File: config.mk
export PLATFORM = sky130hd
export DESIGN_NAME = regfile_2r1w_sb
export DESIGN_NICKNAME = d
export VERILOG_FILES = /design/src/rtl/regfile_2r1w_sb.sv
export SDC_FILE = /design/constraint.sdc
export NUM_CORES = 2
export LEC_CHECK = 0
export CAP_MARGIN = 20
export CORE_ASPECT_RATIO = 0.5
export CORE_MARGIN = 5
export CORE_UTILIZATION = 50
export DETAILED_ROUTE_END_ITERATION = 16
export PLACE_DENSITY = 0.64
export SETUP_SLACK_MARGIN = 0.05
export SLEW_MARGIN = 20
export SYNTH_ARGS = -nofsm -noshare
export SYNTH_HDL_FRONTEND = slang
export SYNTH_SLANG_ARGS = --single-unit
File: constraint.sdc
create_clock -name i_clk -period 3.6 [get_ports i_clk]
set_input_delay 0.36 -clock i_clk [delete_from_list [all_inputs] [get_ports i_clk]]
set_output_delay 0.36 -clock i_clk [all_outputs]
set_load 0.02 [all_outputs]
File: src/rtl/regfile_2r1w_sb.sv
// regfile_2r1w_sb: 2-read/1-write register file with per-entry busy scoreboard,
// registered read ports with write forwarding, and a read stall on busy sources.
// Build option: define REGFILE_ZERO_REG_EN to make register 0 a constant-zero register.
module regfile_2r1w_sb #(
  parameter  int DATA_W = 32,
  parameter  int DEPTH  = 32,
  localparam int ADDR_W = (DEPTH > 1) ? $clog2(DEPTH) : 1
) (
  input  logic              i_clk,
  input  logic              i_rst_n,
  input  logic              i_rd_req,
  input  logic [ADDR_W-1:0] i_rd_addr0,
  input  logic [ADDR_W-1:0] i_rd_addr1,
  output logic              o_rd_stall,
  output logic              o_rd_valid,
  output logic [DATA_W-1:0] o_rd_data0,
  output logic [DATA_W-1:0] o_rd_data1,
  input  logic              i_wr_en,
  input  logic [ADDR_W-1:0] i_wr_addr,
  input  logic [DATA_W-1:0] i_wr_data,
  input  logic              i_rsv_en,
  input  logic [ADDR_W-1:0] i_rsv_addr,
  output logic [DEPTH-1:0]  o_busy
);
`ifdef REGFILE_ZERO_REG_EN
  localparam bit ZERO_REG = 1'b1;
`else
  localparam bit ZERO_REG = 1'b0;
`endif
  localparam logic [ADDR_W:0] DEPTH_L = DEPTH[ADDR_W:0];
  logic [DATA_W-1:0] mem_q [DEPTH];
  logic [DEPTH-1:0]  busy_q, busy_d;
  logic              rd_valid_q;
  logic [DATA_W-1:0] rd_data0_q, rd_data1_q, rd_data0_d, rd_data1_d;
  logic              in0, in1, zero0, zero1, wr_hit0, wr_hit1;
  logic              hazard0, hazard1, accept, wr_ok, rsv_ok;

  function automatic logic in_range(input logic [ADDR_W-1:0] a);
    return {1'b0, a} < DEPTH_L;
  endfunction

  function automatic logic is_zero_reg(input logic [ADDR_W-1:0] a);
    return ZERO_REG && (a == '0);
  endfunction

  // Address decode, hazard detection and forwarded read values for both ports
  always_comb begin
    in0        = in_range(i_rd_addr0);
    in1        = in_range(i_rd_addr1);
    zero0      = is_zero_reg(i_rd_addr0);
    zero1      = is_zero_reg(i_rd_addr1);
    wr_hit0    = i_wr_en && (i_wr_addr == i_rd_addr0);
    wr_hit1    = i_wr_en && (i_wr_addr == i_rd_addr1);
    hazard0    = in0 && busy_q[i_rd_addr0] && !wr_hit0;
    hazard1    = in1 && busy_q[i_rd_addr1] && !wr_hit1;
    o_rd_stall = i_rd_req && (hazard0 || hazard1);
    accept     = i_rd_req && !o_rd_stall;
    rd_data0_d = (!in0 || zero0) ? '0 : wr_hit0 ? i_wr_data : mem_q[i_rd_addr0];
    rd_data1_d = (!in1 || zero1) ? '0 : wr_hit1 ? i_wr_data : mem_q[i_rd_addr1];
    wr_ok      = i_wr_en && in_range(i_wr_addr) && !is_zero_reg(i_wr_addr);
    rsv_ok     = i_rsv_en && in_range(i_rsv_addr) && !is_zero_reg(i_rsv_addr);
  end

  // Scoreboard update: writeback clears, reservation sets and wins on collision
  always_comb begin
    busy_d = busy_q;
    if (wr_ok) busy_d[i_wr_addr] = 1'b0;
    if (rsv_ok) busy_d[i_rsv_addr] = 1'b1;
  end

  // Register array storage
  always_ff @(posedge i_clk or negedge i_rst_n) begin
    if (!i_rst_n) begin
      for (int i = 0; i < DEPTH; i++) mem_q[i] <= '0;
    end else if (wr_ok) begin
      mem_q[i_wr_addr] <= i_wr_data;
    end
  end

  // Scoreboard and registered read ports; data holds when no read is accepted
  always_ff @(posedge i_clk or negedge i_rst_n) begin
    if (!i_rst_n) begin
      busy_q     <= '0;
      rd_valid_q <= 1'b0;
      rd_data0_q <= '0;
      rd_data1_q <= '0;
    end else begin
      busy_q     <= busy_d;
      rd_valid_q <= accept;
      if (accept) begin
        rd_data0_q <= rd_data0_d;
        rd_data1_q <= rd_data1_d;
      end
    end
  end

  assign o_rd_valid = rd_valid_q;
  assign o_rd_data0 = rd_data0_q;
  assign o_rd_data1 = rd_data1_q;
  assign o_busy     = busy_q;
endmodule

## After elaboration in Yosys (flattened, before gate mapping)

Cells that the tools add are included.

| storage, ports and cells | value |
|---|---|
| register bits after elaboration | 1121 |
| bits of input ports | 57 |
| output and inout port bits | 98 |
| word-level logic and storage cells | 88 |

| operators by class | value |
|---|---|
| magnitude comparators | 10 |
| equal/unequal tests | 2 |
| multiplexer cells | 21 |
| bitwise operators | 6 |
| reductions and logical operators | 13 |

Operators by type and width:

| kind | number |
|---|---|
| $bwmux W1024 | 1 |
| $bmux W32 S5 | 2 |
| $mux W32 | 9 |
| $demux W32 S5 | 1 |
| $and A32 B32 Y32 | 1 |
| $not A32 Y32 | 1 |
| $or A32 B32 Y32 | 1 |
| $lt A5 B6 Y1 const B | 4 |
| $ge A6 B6 Y1 const B | 3 |
| $not A5 Y6 | 3 |
| $bmux W1 S5 | 2 |
| $demux W1 S5 | 2 |
| $eq A5 B5 Y1 | 2 |
| $ge A5 B1 Y1 const B | 2 |
| $logic_and A1 B1 Y1 | 9 |
| $lt A6 B1 Y1 const B | 1 |
| $mux W1 | 4 |
| $logic_not A1 Y1 | 3 |
| $logic_or A1 B1 Y1 | 1 |

## Depth between registers and ports, before layout

| logic depth | value |
|---|---|
| word-level depth | 9 |
| depth in mapped cells | 11 |
| gate-level depth less buffers | 6 |

## Least setup slack after synthesis

No wires, ideal clock.

| timing path | value |
|---|---|
| path type | in2reg |
| start | input port i_rd_addr1[1] |
| end | register rd_data1_q[17], in the netlist o_rd_data1[17] |
| setup time | 127 ps |
| data arrival time | 2548 ps |
| required time | 3473 ps |
| setup slack | 925 ps |
| stages on the path | 9 |
| buffers on the path | 4 |
| path through | buf_2 -> buf_2 -> buf_4 -> clkbuf_1 -> mux4_2 -> mux4_2 -> nor3_1 -> a221oi_1 -> mux2_1 |

| on the way | value |
|---|---|
| cells in the longest elaborated chain, start to end | 8 |
| elaborated cells on any way between the ends | 15 |
| those cells by class | eq/ne (1); mux (6); bitwise (1); reduce/logical (7) |

RTL lines:

| element | RTL line | RTL |
|---|---|---|
| start: declaration | 13 | `input logic [ADDR_W-1:0] i_rd_addr1,` |
| branches (longest 8 deep; another with $bmux W1 S5) | - |  |
| end signal: assignment | 92 | `rd_data1_q <= rd_data1_d;` |
| end: declaration | 34 | `logic [DATA_W-1:0] rd_data0_q, rd_data1_q, rd_data0_d, rd_data1_d;` |

Parallel ways; which one is timed is not known. The select of a mux whose other input is x is not followed.
A chain may end at the register's enable or synchronous reset.

## Worst setup path after layout

| timing path | value |
|---|---|
| start | register busy_q[7], in the netlist o_busy[7] |
| end | output port o_rd_stall |

| on the way | value |
|---|---|
| cells in the longest elaborated chain, start to end | 5 |
| elaborated cells on any way between the ends | 8 |
| those cells by class | mux (4); reduce/logical (4) |

RTL lines:

| element | RTL line | RTL |
|---|---|---|
| start: declaration | 32 | `logic [DEPTH-1:0] busy_q, busy_d;` |
| start signal: assignment | 88 | `busy_q <= busy_d;` |
| $bmux W1 S5, on equally long branches | 54, 55 |  |
| $mux W1, on equally long branches | 54, 55 |  |
| $logic_and A1 B1 Y1, on equally long branches | 54, 55 |  |
| $logic_or A1 B1 Y1 (*) | 56 | `o_rd_stall = i_rd_req && (hazard0 \|\| hazard1);` |
| $logic_and A1 B1 Y1 (*) | 56 |  |
| end: declaration | 14 | `output logic o_rd_stall,` |

Every way passes the cells marked *; elsewhere a longest branch is shown, timed or not. The select of a mux whose other input is x is not followed.

==> out/results.ini <==
[placed_design]
io_buffers=154
dp_hpwl_um=128000
place_area_sq_um=64500
place_congestion=0.861

[global_route]
grt_pass1_vias=42814
grt_max_degree=120
grt_pass1_wl_um=304000
antenna_found_initial=7
grt-ovfl-total=0
grt.total_usage_pct=32.7

[setup_path]
worstSetupStartpointType=flip-flop
arrival_ns=3.01
ff2ff_path_depth=8
cp_max_fo=4
regToRegStartpoint=o_busy[7]
crit_chain=mux4_2 -> mux4_2 -> nor2_1 -> nor3_1 -> a21oi_1 -> nor2_1 -> dlygate4sd2_1
cpPeakStageDelay_ns=0.49
regToRegEndpoint=o_rd_data1[16]
reg2reg_slack_ns=0.65
worst_setup_path_end_kind=output pin
crit_buf_inv=1
crit_slowest_cell=mux4_2
crit_type=reg2out
cp_top_family=multiplexers
required_ns=3.24

[sta]
finalHoldViolations=0
setup_viol_count_final=0
max_freq_mhz=297
rsz0062_at_grt=no
slew_headroom_pct=20.8
min_period_over_period_pct=93.6
fin_skew_ns=0.0281
finalMaxSlewViolations=0
tightest_slew_ns=1.18
setup_tns_ns=0
period_needed_ns=3.37

[floorplanning]
dieArea_sq_um=127000
core-area_sq_um=118000
io_pins=155
start_util_pct=50.6
die_h_um=255
die_width_um=499
rows=89

[power]
power_mw=38.8
peakVddDrop_v=0.000379
pwr_density_cell_nw_per_um2=569
p_leak_nw=29.6

[hold_path]
hold_path.class=in2async

[cts]
cts_root_buffer=clkbuf_16
htree_num_levels=3
cts_buffers=105
clk_pin_slew_ns=0.07
clock_latency_ns=0.74
cts_tree=done
post_cts_buffers=0
cts_sinks=1121
clk_path_buf_depth=3

[final_layout]
fin_util_pct=57.6
final_cell_mix=1121 x dfrtp_1, 1037 x mux2_2, 387 x mux4_2
final_area_sq_um=68100
syn_to_final_growth_pct=13.8
drive_above_1_share_pct=42.9
fin_nets=4443
layout_commonest_cell=dfrtp_1

[logic_synthesis]
synth.distinct_cells=54
yosysSeqAreaShare_pct=46.8
netlist_instances=4329
ys_dominant_reg_cell=dfrtp_1
synth_seq_cells=1121
yosys_warnings=0
syn_area_per_cell_sq_um=13.8
ys_async_sr_fraction_pct=100
syn_area_sq_um=59900
synth_nets=4386
synth_edf_count=0

[drt]
routed_via_density=6.93
wire_per_inst_um=34.3
drc=0
first_iter_violations=5052
dr.pass1.iters=5
drtAntennaViolNets=0
routed_wl_um=208000
route.vias.total=42085

[run]
cap_violations=0

[run_status]
status=complete, no violations

==> worst reg2reg max path: cells and delay by family, from the launching register on <==
family | cells | cell delay [ns]
muxes | 3 | 1.33
buffers and inverters | 2 | 0.53
and+or+nand+nor | 2 | 0.22
AOI/OAI and AO/OA | 1 | 0.28
DFF | 1 | 0.46
==> cell families (layout without fill, tap and decap cells) <==
family	count (synthesis)	after routing	synth area share, %
mux	1767	1767	39.8
flops	1121	1121	46.8
compound gates	574	574	6.69
buf+inv	467	610	3.48
simple gates	390	390	3.05
xor+xnor	10	10	0.146
other cells	0	8	0
==> repair_timing <==
| action | CTS | global route |
|---|---|---|
| endpoints found under the hold margin | 44 | 0 |
| hold buffers | 1 | 0 |
| resized for setup | 1 | 0 |
| setup endpoints to repair | 1 | 0 |
==> synth_stat cells (7+ instances only) <==
library cell | instances | area (sq um)
buf_1 | 36 | 135
a31oi_1 | 10 | 62.6
o221ai_1 | 7 | 61.3
nand2b_1 | 23 | 144
a211o_1 | 13 | 114
nor4_1 | 16 | 100
clkbuf_1 | 302 | 1130
buf_6 | 12 | 135
nand3_1 | 10 | 50.1
buf_2 | 52 | 260
and2_1 | 7 | 43.8
mux2i_1 | 337 | 3370
dfrtp_1 | 1121 | 28100
a21oi_1 | 52 | 260
inv_1 | 15 | 56.3
xor2_1 | 8 | 70.1
a22oi_1 | 12 | 90.1
mux4_2 | 387 | 8720
a221oi_1 | 96 | 841
o22ai_1 | 54 | 338
o21ai_0 | 172 | 861
nor2b_1 | 17 | 106
o21ai_1 | 8 | 40.0
mux2_2 | 1037 | 11700
buf_4 | 47 | 353
a22o_1 | 23 | 201
a221o_1 | 59 | 591
nand2_1 | 175 | 657
nor3_1 | 31 | 155
nand3b_1 | 8 | 60.1
nor2_1 | 67 | 251
a211oi_1 | 27 | 203
o211ai_1 | 8 | 60.1
nor3b_1 | 17 | 128
a2111oi_0 | 7 | 61.3
==> registers in the layout (all words and copies together), names as in the netlist <==
signal      flops
mem_q        1024
o_busy         32
o_rd_data0     32
o_rd_data1     32
o_rd_valid      1
==> cell type report <==
type                            instances  area (sq um)
Antenna cell                            8          20.0
Clock buffer                          144          3010
Clock inverter                         49           649
Fill cell                            9349         50200
Inverter                               18          72.6
Multi-Input combinational cell       2741         30000
Sequential cell                      1121         28100
Tap cell                             1592          1990
Timing Repair Buffer                  399          4330
==> power by group <==
group	leakage [nW]	total (mW)	internal, mW	switching (mW)
registers	14.3	17.4	15.3	2.14
clock network	1.82	12.0	6.85	5.17
logic	13.5	9.35	5.23	4.12
==> metrics by stage <==
step / hold slack, ns / setup WS [ns] / cells
after floorplan: 0.0644 / 0.925 / 4329
after global placement: 0.353 / 0.209 / 5870
after detailed placement: 0.356 / 0.179 / 5870
after CTS: 0.159 / 0.215 / 6064
after global routing: 0.204 / 0.151 / 6064
final: 0.168 / 0.232 / 6072
==> how the worst max path moves through the flow <==
stage,cells after the start,slack [ns],from,end
6_report,7,0.23,o_busy[7],o_rd_stall
2_1_floorplan,9,0.92,i_rd_addr1[1],o_rd_data1[17]
3_5_place_dp,9,0.18,i_wr_addr[0],o_rd_data0[5]
4_1_cts,7,0.21,o_busy[19],o_rd_stall
3_3_place_gp,9,0.21,i_wr_addr[0],o_rd_data0[17]
5_1_grt,7,0.15,o_busy[19],o_rd_stall
==> routing by layer <==
metal  vias to the layer above  track usage, %  routed length (um)
met5                         -               0                  29
met4                         4            10.7                7400
li1                      16733               -                   -
met3                       455            8.07               21900
met2                      2314            48.1               90400
met1                     22579            48.2               88800
Note: power is estimated with default switching activity, not from simulation.
